`src/rtl/ds3_frame_aligner_if.sv`:
```
// Serial bit stream in, alignment status out; master drives in/in_en, slave is the aligner.
// No backpressure: the aligner consumes every bit qualified by in_en.
interface ds3_frame_aligner_if #(
  parameter int CW = 10
);
  logic          in;
  logic          in_en;
  logic          out;
  logic          out_valid;
  logic          in_sync;
  logic          frame_start;
  logic          lof;
  logic [CW-1:0] bit_pos;
  logic [1:0]    state;
  logic [15:0]   faw_err_cnt;

  modport master (
    output in, in_en,
    input  out, out_valid, in_sync, frame_start, lof, bit_pos, state, faw_err_cnt
  );

  modport slave (
    input  in, in_en,
    output out, out_valid, in_sync, frame_start, lof, bit_pos, state, faw_err_cnt
  );
endinterface

```
`src/rtl/ds3_frame_aligner.sv`:
```
// DS3/G.752 FAW hunt/presync/sync aligner; all outputs registered, 1 clk after the consumed bit.
// No backpressure: in_en gates every advance. Define FAW_ERRCNT_EN to build the FAW bit-error counter.
module ds3_frame_aligner #(
  parameter int                 FAW_LEN    = 8,
  parameter logic [FAW_LEN-1:0] FAW        = 8'b10011001,
  parameter int                 FRAME_BITS = 1000,
  parameter int                 CONFIRM_N  = 2,
  parameter int                 LOSS_N     = 4
) (
  input logic                clk,
  input logic                reset,
  ds3_frame_aligner_if.slave bus
);

  localparam int             CW        = $clog2(FRAME_BITS);
  localparam logic [CW-1:0]  LAST_POS  = CW'(FRAME_BITS - 1);
  localparam logic [2:0]     CONFIRM_C = 3'(CONFIRM_N);
  localparam logic [3:0]     LOSS_C    = 4'(LOSS_N);

  typedef enum logic [1:0] {
    HUNT    = 2'b00,
    PRESYNC = 2'b01,
    SYNC    = 2'b10
  } state_e;

  state_e             state_q, state_d;
  logic [FAW_LEN-2:0] sr_q, sr_d;
  logic [CW-1:0]      bit_pos_q, bit_pos_d;
  logic [2:0]         confirm_cnt_q, confirm_cnt_d;
  logic [3:0]         miss_cnt_q, miss_cnt_d;
  logic               out_q, out_d;
  logic               out_valid_q, out_valid_d;
  logic               frame_start_q, frame_start_d;
  logic               lof_q, lof_d;

  logic [FAW_LEN-1:0] window;
  logic               hit;
  logic               check;
  logic [CW-1:0]      pos_inc;
  logic [2:0]         confirm_inc;
  logic [3:0]         miss_inc;

  // The history register keeps FAW_LEN-1 bits; the live input completes the word.
  assign window      = {sr_q, bus.in};
  assign hit         = (window == FAW);
  assign pos_inc     = (bit_pos_q == LAST_POS) ? '0 : bit_pos_q + CW'(1);
  assign check       = (pos_inc == '0);
  assign confirm_inc = confirm_cnt_q + 3'd1;
  assign miss_inc    = miss_cnt_q + 4'd1;

  always_comb begin
    state_d       = state_q;
    sr_d          = sr_q;
    bit_pos_d     = bit_pos_q;
    confirm_cnt_d = confirm_cnt_q;
    miss_cnt_d    = miss_cnt_q;
    out_d         = out_q;
    out_valid_d   = 1'b0;
    frame_start_d = 1'b0;
    lof_d         = 1'b0;

    if (bus.in_en) begin
      sr_d        = window[FAW_LEN-2:0];
      out_d       = bus.in;
      out_valid_d = (state_q == SYNC);

      case (state_q)
        HUNT: begin
          bit_pos_d = '0;
          if (hit) begin
            state_d       = PRESYNC;
            confirm_cnt_d = '0;
          end
        end

        PRESYNC: begin
          bit_pos_d = pos_inc;
          if (check) begin
            if (!hit) begin
              // A miss cannot restart the hunt on this same bit, so HUNT idles at 0.
              state_d   = HUNT;
              bit_pos_d = '0;
            end else if (confirm_inc == CONFIRM_C) begin
              state_d       = SYNC;
              confirm_cnt_d = '0;
              miss_cnt_d    = '0;
            end else begin
              confirm_cnt_d = confirm_inc;
            end
          end
        end

        SYNC: begin
          bit_pos_d = pos_inc;
          if (check) begin
            if (hit) begin
              miss_cnt_d    = '0;
              frame_start_d = 1'b1;
            end else if (miss_inc == LOSS_C) begin
              state_d    = HUNT;
              miss_cnt_d = '0;
              lof_d      = 1'b1;
            end else begin
              miss_cnt_d = miss_inc;
            end
          end
        end

        default: begin
          state_d   = HUNT;
          bit_pos_d = '0;
        end
      endcase
    end
  end

  always_ff @(posedge clk) begin
    if (reset) begin
      state_q       <= HUNT;
      sr_q          <= '0;
      bit_pos_q     <= '0;
      confirm_cnt_q <= '0;
      miss_cnt_q    <= '0;
      out_q         <= 1'b0;
      out_valid_q   <= 1'b0;
      frame_start_q <= 1'b0;
      lof_q         <= 1'b0;
    end else begin
      state_q       <= state_d;
      sr_q          <= sr_d;
      bit_pos_q     <= bit_pos_d;
      confirm_cnt_q <= confirm_cnt_d;
      miss_cnt_q    <= miss_cnt_d;
      out_q         <= out_d;
      out_valid_q   <= out_valid_d;
      frame_start_q <= frame_start_d;
      lof_q         <= lof_d;
    end
  end

`ifdef FAW_ERRCNT_EN
  logic [15:0] err_cnt_q, err_cnt_d;
  logic [5:0]  err_bits;
  logic [16:0] err_sum;

  always_comb begin
    err_bits = '0;
    for (int i = 0; i < FAW_LEN; i++) begin
      err_bits = err_bits + 6'(window[i] ^ FAW[i]);
    end
    err_sum   = {1'b0, err_cnt_q} + 17'(err_bits);
    err_cnt_d = err_cnt_q;
    if (bus.in_en && (state_q == SYNC) && check) begin
      err_cnt_d = err_sum[16] ? 16'hFFFF : err_sum[15:0];
    end
  end

  always_ff @(posedge clk) begin
    if (reset) begin
      err_cnt_q <= '0;
    end else begin
      err_cnt_q <= err_cnt_d;
    end
  end

  assign bus.faw_err_cnt = err_cnt_q;
`else
  assign bus.faw_err_cnt = 16'h0000;
`endif

  assign bus.out         = out_q;
  assign bus.out_valid   = out_valid_q;
  assign bus.in_sync     = (state_q == SYNC);
  assign bus.frame_start = frame_start_q;
  assign bus.lof         = lof_q;
  assign bus.bit_pos     = bit_pos_q;
  assign bus.state       = state_q;

endmodule

```
`src/flat_wrapper.sv`:
```
// flat-port wrapper written by rule: the top's interface ports become plain ports
module ds3_frame_aligner_flat 
#(
  parameter int                 FAW_LEN    = 8,
  parameter logic [FAW_LEN-1:0] FAW        = 8'b10011001,
  parameter int                 FRAME_BITS = 1000,
  parameter int                 CONFIRM_N  = 2,
  parameter int                 LOSS_N     = 4
)
  (clk, reset, bus_in, bus_in_en, bus_out, bus_out_valid, bus_in_sync, bus_frame_start, bus_lof, bus_bit_pos, bus_state, bus_faw_err_cnt);
  ds3_frame_aligner_if #(.CW(10)) bus_i ();
  input logic clk;
  input logic reset;
  input wire logic [$bits(bus_i.in)-1:0] bus_in;
  input wire logic [$bits(bus_i.in_en)-1:0] bus_in_en;
  output wire logic [$bits(bus_i.out)-1:0] bus_out;
  output wire logic [$bits(bus_i.out_valid)-1:0] bus_out_valid;
  output wire logic [$bits(bus_i.in_sync)-1:0] bus_in_sync;
  output wire logic [$bits(bus_i.frame_start)-1:0] bus_frame_start;
  output wire logic [$bits(bus_i.lof)-1:0] bus_lof;
  output wire logic [$bits(bus_i.bit_pos)-1:0] bus_bit_pos;
  output wire logic [$bits(bus_i.state)-1:0] bus_state;
  output wire logic [$bits(bus_i.faw_err_cnt)-1:0] bus_faw_err_cnt;
  assign bus_i.in = bus_in;
  assign bus_i.in_en = bus_in_en;
  assign bus_out = bus_i.out;
  assign bus_out_valid = bus_i.out_valid;
  assign bus_in_sync = bus_i.in_sync;
  assign bus_frame_start = bus_i.frame_start;
  assign bus_lof = bus_i.lof;
  assign bus_bit_pos = bus_i.bit_pos;
  assign bus_state = bus_i.state;
  assign bus_faw_err_cnt = bus_i.faw_err_cnt;
  ds3_frame_aligner #(.FAW_LEN(FAW_LEN), .FAW(FAW), .FRAME_BITS(FRAME_BITS), .CONFIRM_N(CONFIRM_N), .LOSS_N(LOSS_N)) u_core (.clk(clk), .reset(reset), .bus(bus_i));
endmodule
```
`config.mk`:
```
export PLATFORM = sky130hd
export DESIGN_NAME = ds3_frame_aligner_flat
export DESIGN_NICKNAME = d
export VERILOG_FILES = /design/src/rtl/ds3_frame_aligner_if.sv /design/src/rtl/ds3_frame_aligner.sv /design/src/flat_wrapper.sv
export SDC_FILE = /design/constraint.sdc
export NUM_CORES = 1
export LEC_CHECK = 0
export CORE_UTILIZATION = 30
export CTS_BUF_LIST = sky130_fd_sc_hd__clkbuf_8
export DETAILED_ROUTE_END_ITERATION = 10
export PLACE_DENSITY = 0.6
export SLEW_MARGIN = 15
export SYNTH_ARGS = -nofsm -noshare
export SYNTH_HDL_FRONTEND = slang
export SYNTH_SLANG_ARGS = --single-unit
```
`constraint.sdc`:
```
create_clock -name clk -period 4 [get_ports clk]
set_input_delay 0.8 -clock clk [delete_from_list [all_inputs] [get_ports clk]]
set_output_delay 0.8 -clock clk [all_outputs]
set_load 0.005 [all_outputs]
```
==> results of run 1 <==
-- metal layers --
metal | vias up | wire length, µm
met5 | - | 0
met4 | 0 | 60
li1 | 892 | -
met3 | 7 | 206
met2 | 50 | 1970
met1 | 838 | 2143
-- where the power goes --
group | switching [W] | total, W | internal [W]
registers | 0.000000960 | 0.000291 | 0.000290
logic | 0.0000153 | 0.0000234 | 0.00000806
clock network | 0.000110 | 0.000310 | 0.000200
-- cells by family after synthesis --
| kind of cell | Yosys count | share of synthesized area |
|---|---|---|
| AO/OA/AOI/OAI | 52 | 0.1733 |
| XOR/XNOR | 3 | 0.01309 |
| adder cells (fa/ha/maj) | 9 | 0.05611 |
| buffers and inverters | 40 | 0.1166 |
| flip-flops | 29 | 0.2893 |
| multiplexers | 12 | 0.06048 |
| other | 1 | 0.001869 |
| AND/OR/NAND/NOR | 102 | 0.2893 |
-- critical path: cells and delay by family, from the launching register on --
family | cells | cell delay [ns]
DFF | 1 | 0.50
and+or+nand+nor | 4 | 1.43
AOI/OAI and AO/OA | 1 | 0.36
adders and majority gates | 1 | 0.35
muxes | 1 | 0.38
-- layout make-up --
cell class / count / area (µm²)
multi-input combinational: 194 / 1249
clock buffer: 6 / 82.58
tap: 77 / 96.34
clock inverter: 2 / 33.78
fill: 675 / 4099
inverter: 8 / 30.03
timing repair buffer: 22 / 215.2
sequential: 29 / 580.6
-- cell usage after synthesis (2+ instances only) --
library cell,count
dfxtp_1,29
a211oi_1,2
nor4_1,7
nand2b_1,6
nor3_1,7
o31a_1,2
a21oi_1,11
or4bb_1,2
ha_1,9
or2_2,2
a21o_1,2
and3b_1,2
buf_4,21
nor2b_1,2
inv_1,8
nor2_1,19
and3_1,6
mux2i_1,11
nand3_1,9
or3_1,2
xnor2_1,2
nor4b_1,2
clkbuf_1,7
o31ai_1,5
or4_1,3
o21ai_0,12
a31oi_1,4
nand2_1,18
o311ai_0,2
nand3b_1,3
buf_2,4
nand4_1,4
-- metrics by stage --
stage	total power, W	hold slack [ns]	utilization	cell area [µm²]	std cells
global placement	0.0003206	0.4653	0.3399	2171	330
CTS	0.0006319	0.4980	0.3582	2287	338
finish	0.0006247	0.4871	0.3582	2287	338
floorplan	0.0003235	0.4522	-	2063	263
global route	0.0006446	0.5352	0.3582	2287	338
detailed placement	0.0003207	0.4807	0.3399	2171	330
-- final timing paths --
| kind | start | to | cells after the start |
|---|---|---|---|
| setup / recovery | u_core.bus.bit_pos[0] | u_core.confirm_cnt_q[1] | 7 |
| hold / removal | u_core.sr_q[6] | u_core.sr_q[6] | 2 |
| setup reg to reg | u_core.bus.bit_pos[0] | u_core.confirm_cnt_q[1] | 7 |
| hold reg to reg | u_core.sr_q[6] | u_core.sr_q[6] | 2 |
-- registers in the layout, summed over array words and instances, names as in the netlist --
register	flops
u_core.bus.bit_pos	10
u_core.bus.frame_start	1
u_core.bus.lof	1
u_core.bus.out_valid	1
u_core.bus.state	2
u_core.confirm_cnt_q	3
u_core.miss_cnt_q	4
u_core.sr_q	7
==> metrics.yaml, run 1 <==
outcome: "completed"
maxCapViolCount: 0
yosys_warnings: 0
busiest_layer: "met2"
cts_sinks: 29
grt_use_met2: 0.2077
drt_first_iter_violations: 85
synth_edf_count: 0
layout_common_cells: "dfxtp_1, clkdlybuf4s50_1, nor2_1"
use_met1: 0.1777
cts_buffers: 5
core_um2: 6386
worst_pin_slew_ns: 0.8528
worstPathArrival_ns: 3.28
syn_inst: 248
ys_seq_area_frac: 0.2893
layout_commonest_cell: "dfxtp_1"
antenna_found_initial: 0
io_buffer_count: 20
worst_slack_ns: 0.8927
critPathMaxFanout: 10
gr-usage-met3: 0.02770
dp_hpwl_mm: 3.265
rsz0062_at_grt: "no"
cts_tree: "done"
ios: 37
min_period_ns: 3.107
rrSetupSlack_ns: 0.89
path_class: "flop to flop"
ctsResizeCount: 0
syn2layout_area_growth_pct: 13.96
grt_usage: 0.1306
ys.flop_type: "dfxtp_1"
fp.dieArea_um2: 7021
crit_slowest_cell: "or4b_1"
ctsHoldBuffers: 0
grt_pass1_wl_mm: 7.610
startpoint_type: "flop"
ys_ff_latch: 29
die_y_um: 83.79
diodes: 0
fin_crit_sh: 0.7768
final_hold_viol_count: 0
critPathMaxStageDelay_ns: 0.54
syn-cell-area_um2: 2007
synthDistinctLibCells: 55
rows: 29
cts_buffer_depth: 2
drt-total-wl_mm: 4.380
via_count: 1787
hp-class: "flop to flop"
grt_overflow: 0
cts_setup_buffers: 0
clock-root-buffer: "clkbuf_8"
cp_data_required_time_ns: 4.17
dp_slack_ns: 0.8558
async_flop_share: 0
path_cells: "ha_1, nand3_2, or4b_1, and3_4, or4_1, o21ai_0, mux2_2"
synth_top_area_share: 0.2893
fmax_mhz: 321.8
max-slew-margin-rel: 0.4234
initial_core_util: 0.3143
path_clk_slew_ns: 0.07
grt_pass1_vias: 1603
ys_top_cells_by_area: "dfxtp_1, buf_4, ha_1"
avgRoutedWirePerCell_um: 12.96
drc_errors: 0
syn_avg_cell_area_um2: 8.092
peakVddDrop_mv: 0.1394
vias_per_cell: 5.287
clk_latency_ns: 0.28
fin_setup_tns_ns: 0
fin_skew_ns: 0.01393
final_nets: 273
drt-pass1-iter-count: 4
setup_viol: 0
yosysTopAreaCell: "dfxtp_1"
p_leak_nw: 0.8348
power_density_nw_per_um2: 273.1
dieWidth_um: 83.79
grt_max_degree: 25
ctsHtreeMaxLevel: 2
drtAntennaViolNets: 0
end_kind: "flop"
place_congestion: 0.8521
finalMaxSlewViolations: 0
drive_above_1_share: 0.07280
Power figures use the tool's default switching activity.
==> run 2: changes to the inputs <==
- PLACE_DENSITY: 0.6 -> 0.62
- clock period: 4 -> 2.55 ns (I/O delays scaled with it)
==> metrics.yaml, run 2 (synthesis gave the netlist of run 1 again) <==
outcome: "completed"
worst_slack_ns: 0.02176  # -0.8709 ns
critPathMaxFanout: 7  # -3
clock-root-buffer: "clkbuf_8"
worstPathArrival_ns: 2.75  # -0.53 ns
worstHoldPathCells: 2  # unchanged
switchingPower_w: 0.0002132  # +69%
min_period_ns: 2.528  # -0.5791 ns
hp-class: "flop to flop"
drc_errors: 0  # unchanged
core_um2: 6386  # unchanged
dp_slack_ns: -0.1171  # -0.9729 ns
fmax_mhz: 395.5  # +23%
initial_core_util: 0.3143  # unchanged
setup_viol: 0  # unchanged
drt-total-wl_mm: 5.146  # +17%
drtAntennaViolNets: 0  # unchanged
via_count: 1946  # +8.9%
cts_setup_buffers: 0  # unchanged
fin_skew_ns: 0.01177  # -0.002162 ns
p_comb_frac: 0.041  # +0.004
final_hold_viol_count: 0  # unchanged
drt_first_iter_violations: 56  # -34%
multi_input_area_um2: 1282  # +2.7%
path_buf_inv: 0  # unchanged
rrSetupSlack_ns: 0.02  # -0.87 ns
dp_cells: 370  # +12%
rows: 29  # unchanged
grt_max_degree: 24  # -4.0%
antenna_found_initial: 0  # unchanged
fp.dieArea_um2: 7021  # unchanged
path_clk_slew_ns: 0.07  # about the same
layout_commonest_cell: "buf_4"
clk_latency_ns: 0.28  # about the same
drt-pass1-iter-count: 4  # unchanged
vias_per_cell: 5.148  # -2.6%
grt_pass1_wl_mm: 8.535  # +12%
ctsHoldBuffers: 0  # unchanged
min_to: "u_core.sr_q[6]"
r2r_cells: 7  # unchanged
crit_top_cell: "or4_4"
clkPwrFrac: 0.503  # +0.006
seq_power_share: 0.456  # -0.010
ctsHtreeMaxLevel: 2  # unchanged
syn2layout_area_growth_pct: 31.23
r2r_end: "u_core.miss_cnt_q[0]"
drive_above_1_share: 0.2292  # +0.1564
fill_cells: 634  # -6.1%
crit_slowest_cell: "or4_4"
critPathMaxStageDelay_ns: 0.59  # +0.05 ns
path_class: "flop to flop"
cp_data_required_time_ns: 2.77  # -1.40 ns
layout_common_cells: "buf_4, dfxtp_1, clkdlybuf4s50_1"
grt_overflow: 0  # unchanged
dp_hpwl_mm: 3.812  # +17%
avgRoutedWirePerCell_um: 13.61  # +5.1%
diodes: 0  # unchanged
cts_sinks: 29  # unchanged
finalMaxSlewViolations: 0  # unchanged
ios: 37  # unchanged
cts_tree: "done"
place_congestion: 0.8716  # +2.3%
path_cells: "ha_4, nand3_2, or4b_1, and3_4, or4_4, or4_4, a21oi_2"
grt_pass1_vias: 1799  # +12%
p_int_w: 0.0007806  # +57%
final_nets: 313  # +15%
fin_setup_tns_ns: 0  # unchanged
peakVddDrop_mv: 0.2050  # +47%
cp.depth: 7  # unchanged
rsz0062_at_grt: "yes"
fin_crit_sh: 0.9915  # +0.2146
grt_usage: 0.1476  # +0.01705
cts_buffer_depth: 2  # unchanged
io_buffer_count: 20  # unchanged
die_y_um: 83.79  # unchanged
seq_area_um2: 593.1  # +2.2%
r2r_start: "u_core.bus.bit_pos[1]"
cts_buffers: 5  # unchanged
power_density_nw_per_um2: 377.3  # +38%
end_kind: "flop"
startpoint_type: "flop"
p_leak_nw: 1.051  # +26%
power_switching_share: 0.2145  # +0.01234
largest_reg_flops: 10  # unchanged
dieWidth_um: 83.79  # unchanged
maxCapViolCount: 0  # unchanged
fin_cells: 378  # +12%
min_from: "u_core.sr_q[6]"
cp_top_family: "simple AND/OR/NAND/NOR gates"
run 2: cell types whose count changed in the layout (fill, tap and decap cells not counted), sizes merged:
cell / before / now
buf: 2 / 42
run 2: worst max-delay path by stage:
stage,start,end
global placement,bus_in,u_core.confirm_cnt_q[1]
global route,u_core.bus.bit_pos[1],u_core.miss_cnt_q[0]
detailed placement,bus_in,u_core.bus.bit_pos[6]
finish,u_core.bus.bit_pos[1],u_core.miss_cnt_q[0]
floorplan,u_core.bus.bit_pos[1],u_core.miss_cnt_q[0]
CTS,u_core.bus.bit_pos[1],u_core.bus.bit_pos[2]
run 2: per-layer routing:
layer | routed length [µm] | track usage | part of all wire
met1 | 2456 | 0.1940 | 0.48
met2 | 2457 | 0.2542 | 0.48
met4 | 25 | 0.02003 | 0.0049
met5 | 0 | 0 | 0
met3 | 207 | 0.03066 | 0.040
run 2: cell type report:
class	instances	share of cell area
clock inverter	2	0.01283
multi-input combinational	194	0.4869
sequential	29	0.2252
clock buffer	6	0.03135
tap	77	0.03658
inverter	8	0.01140
timing repair buffer	62	0.1957
run 2: per-stage QoR:
| stage | hold WS [ns] | total power, W | area (µm²) | util |
|---|---|---|---|---|
| 2_1_floorplan | 0.4522 | 0.0005053 | 2083 | - |
| 3_3_place_gp | 0.4659 | 0.0005046 | 2491 | 0.3901 |
| 3_5_place_dp | 0.4772 | 0.0005044 | 2491 | 0.3901 |
| 4_1_cts | 0.4936 | 0.001006 | 2623 | 0.4107 |
| 5_1_grt | 0.5306 | 0.001029 | 2634 | 0.4124 |
| 6_report | 0.4878 | 0.0009938 | 2634 | 0.4124 |
run 2: worst min-delay path: stages, from the launching register on:
cell and delay [ns]:
dfxtp_1 0.32, mux2i_1 0.06, nor2_1 0.07
run 2: power by group through the flow:
| stage | Clock, W | Combinational [W] | Sequential, W |
|---|---|---|---|
| 4_1_cts | 0.000511 | 0.0000402 | 0.000454 |
| 6_report | 0.000500 | 0.0000409 | 0.000453 |
| 3_3_place_gp | 0 | 0.0000402 | 0.000464 |
| 2_1_floorplan | 0 | 0.0000412 | 0.000464 |
| 5_1_grt | 0.000530 | 0.0000453 | 0.000453 |
| 3_5_place_dp | 0 | 0.0000399 | 0.000465 |
run 2: timing repair:
item	CTS	global route
gates resized for setup	4	4
hold endpoints to repair	0	0
pin swaps	0	4
setup endpoints to repair	4	3
==> run 3: changes to the inputs <==
- ABC_AREA: not set -> 1
==> metrics.yaml, run 3 <==
drtAntennaViolNets: 0  # unchanged
p_int_w: 0.0006915  # -11%
setup_viol: 0  # unchanged
diodes: 0  # unchanged
grt_pass1_vias: 1640  # -8.8%
synth_xor_area_frac: 0.02219  # +0.009102
synth-adder-area-share: 0.05707  # +0.0009607
startpoint_type: "flop"
fp.dieArea_um2: 6906  # -1.6%
synth_top_family_by_area: "simple AND/OR/NAND/NOR gates"
path_class: "flop to flop"
clock-root-buffer: "clkbuf_8"
syn-cell-area_um2: 1973  # -1.7%
yosysMostFrequentCell: "nand2_1"
ys_seq_area_frac: 0.2942  # +0.004953
drc_errors: 0  # unchanged
grt_usage: 0.1280  # -0.01968
grt_pass1_wl_mm: 7.231  # -15%
dp_hpwl_mm: 3.121  # -18%
cts_sinks: 29  # unchanged
layout_commonest_cell: "nand2_1"
antenna_found_initial: 0  # unchanged
cp_data_required_time_ns: 2.72  # -0.05 ns
drt_first_iter_violations: 99  # +77%
switchingPower_w: 0.0002632  # +23%
p_total_w: 0.0009547  # -3.9%
maxCapViolCount: 0  # unchanged
dieWidth_um: 83.10  # -0.82%
p_leak_nw: 0.9431  # -10%
synth_common_cells: "nand2_1, inv_1, nor2_1"
fin_skew_ns: 0.007794  # -0.003978 ns
final_hold_viol_count: 0  # unchanged
ctsHoldBuffers: 0  # unchanged
place_congestion: 0.8069  # -7.4%
clk_latency_ns: 0.28  # about the same
fin_setup_tns_ns: 0  # unchanged
clkPwrFrac: 0.382  # -0.121
finalMaxSlewViolations: 0  # unchanged
power_density_nw_per_um2: 415.8  # +10%
drt-pass1-iter-count: 5  # +1
io_buffer_count: 20  # unchanged
hp-class: "flop to flop"
seq_power_share: 0.499  # +0.043
r2r_cells: 11  # +4
fmax_mhz: 458.2  # +16%
initial_core_util: 0.3107  # -0.003524
core_um2: 6350  # -0.57%
yosysTopAreaCell: "dfxtp_1"
via_count: 1793  # -7.9%
synthDistinctLibCells: 29  # -47%
ctsHtreeMaxLevel: 2  # unchanged
largest_reg_flops: 10  # unchanged
syn_inst: 302  # +22%
peakVddDrop_mv: 0.1843  # -10%
final_nets: 340  # +8.6%
die_y_um: 83.10  # -0.82%
syn2layout_area_growth_pct: 16.36
ys_top_cells_by_area: "dfxtp_1, nand2_1, inv_1"
min_period_ns: 2.182  # -0.3460 ns
ys_ff_latch: 29  # unchanged
worstPathArrival_ns: 2.35  # -0.40 ns
ios: 37  # unchanged
rsz0062_at_grt: "no"
cts_buffers: 5  # unchanged
worstHoldPathCells: 2  # unchanged
outcome: "completed"
critPathMaxFanout: 8  # +1
vias_per_cell: 4.427  # -14%
synth_edf_count: 0  # unchanged
async_flop_share: 0  # unchanged
yosys_warnings: 0  # unchanged
fin_crit_sh: 0.8558  # -0.1357
rows: 29  # unchanged
power_switching_share: 0.2757  # +0.06115
drive_above_1_share: 0.09451  # -0.1347
cts_setup_buffers: 0  # unchanged
synth_top_area_share: 0.2942  # +0.004953
drt-total-wl_mm: 4.180  # -19%
cts_tree: "done"
ctsResizeCount: 0  # -4
muxShareOfSynthArea: 0  # -0.06047
ys.flop_type: "dfxtp_1"
syn_avg_cell_area_um2: 6.534  # -19%
layout_common_cells: "nand2_1, inv_1, nor2_1"
p_comb_frac: 0.120  # +0.079
grt_overflow: 0  # unchanged
path_clk_slew_ns: 0.07  # about the same
avgRoutedWirePerCell_um: 10.32  # -24%
end_kind: "flop"
synth_compound_area_frac: 0.09448  # -0.07883
synth-simple-area-share: 0.3741  # +0.08485
grt_max_degree: 20  # -17%
cts_buffer_depth: 2  # unchanged
## run 3: final timing paths
path | startpoint | endpoint | slack [ns]
worst max-delay path | u_core.bus.bit_pos[0] | u_core.bus.bit_pos[5] | 0.37
worst min-delay path | u_core.sr_q[6] | u_core.sr_q[6] | 0.48
worst max register to register | u_core.bus.bit_pos[0] | u_core.bus.bit_pos[5] | 0.37
worst min register to register | u_core.sr_q[6] | u_core.sr_q[6] | 0.48
## run 3: power by group through the flow
stage | combinational, W | clock [W] | sequential [W]
3_3_place_gp | 0.000114 | 0 | 0.000486
6_report | 0.000114 | 0.000364 | 0.000476
2_1_floorplan | 0.0000986 | 0 | 0.000484
3_5_place_dp | 0.000114 | 0 | 0.000487
5_1_grt | 0.000132 | 0.000393 | 0.000478
4_1_cts | 0.000115 | 0.000377 | 0.000477
## run 3: routing by layer
layer	up-vias	global-route usage	wire, µm
met2	41	0.2012	1857
met3	9	0.02584	146
met5	-	0	0
li1	956	-	-
met1	787	0.1667	2088
met4	0	0.06270	89
## run 3: worst max-delay path, cell delays in order, from the launching register on
cell	delay (ns)
dfxtp_1	0.33
ha_1	0.25
nand2_1	0.12
nor2_2	0.14
xor2_1	0.23
nand2_1	0.14
nor2_4	0.14
nand3_4	0.11
nand2_1	0.10
nand3_1	0.28
nand2_1	0.15
a21oi_1	0.07
## run 3: cell type report
cell class / instances / area [µm²]
Clock buffer: 5 / 68.82
Clock inverter: 3 / 13.76
Fill cell: 658 / 4054
Inverter: 40 / 150.1
Multi-Input combinational cell: 225 / 1141
Sequential cell: 29 / 580.6
Tap cell: 77 / 96.34
Timing Repair Buffer: 26 / 245.2
## run 3: cells by family after synthesis
logic type | after synthesis
other | 1
XOR/XNOR | 5
flip-flops | 29
adder cells (fa/ha/maj) | 9
AO/OA/AOI/OAI | 34
AND/OR/NAND/NOR | 161
buffers and inverters | 63
## run 3: per-stage QoR
stage	utilization	cell area (µm²)	cells	hold slack, ns	setup slack (ns)
2_1_floorplan	-	2029	317	0.4403	0.6173
3_3_place_gp	0.3486	2213	397	0.4678	0.1782
3_5_place_dp	0.3486	2213	397	0.4666	0.1546
4_1_cts	0.3616	2296	405	0.4798	0.3770
5_1_grt	0.3616	2296	405	0.5076	0.2049
6_report	0.3616	2296	405	0.4761	0.3678
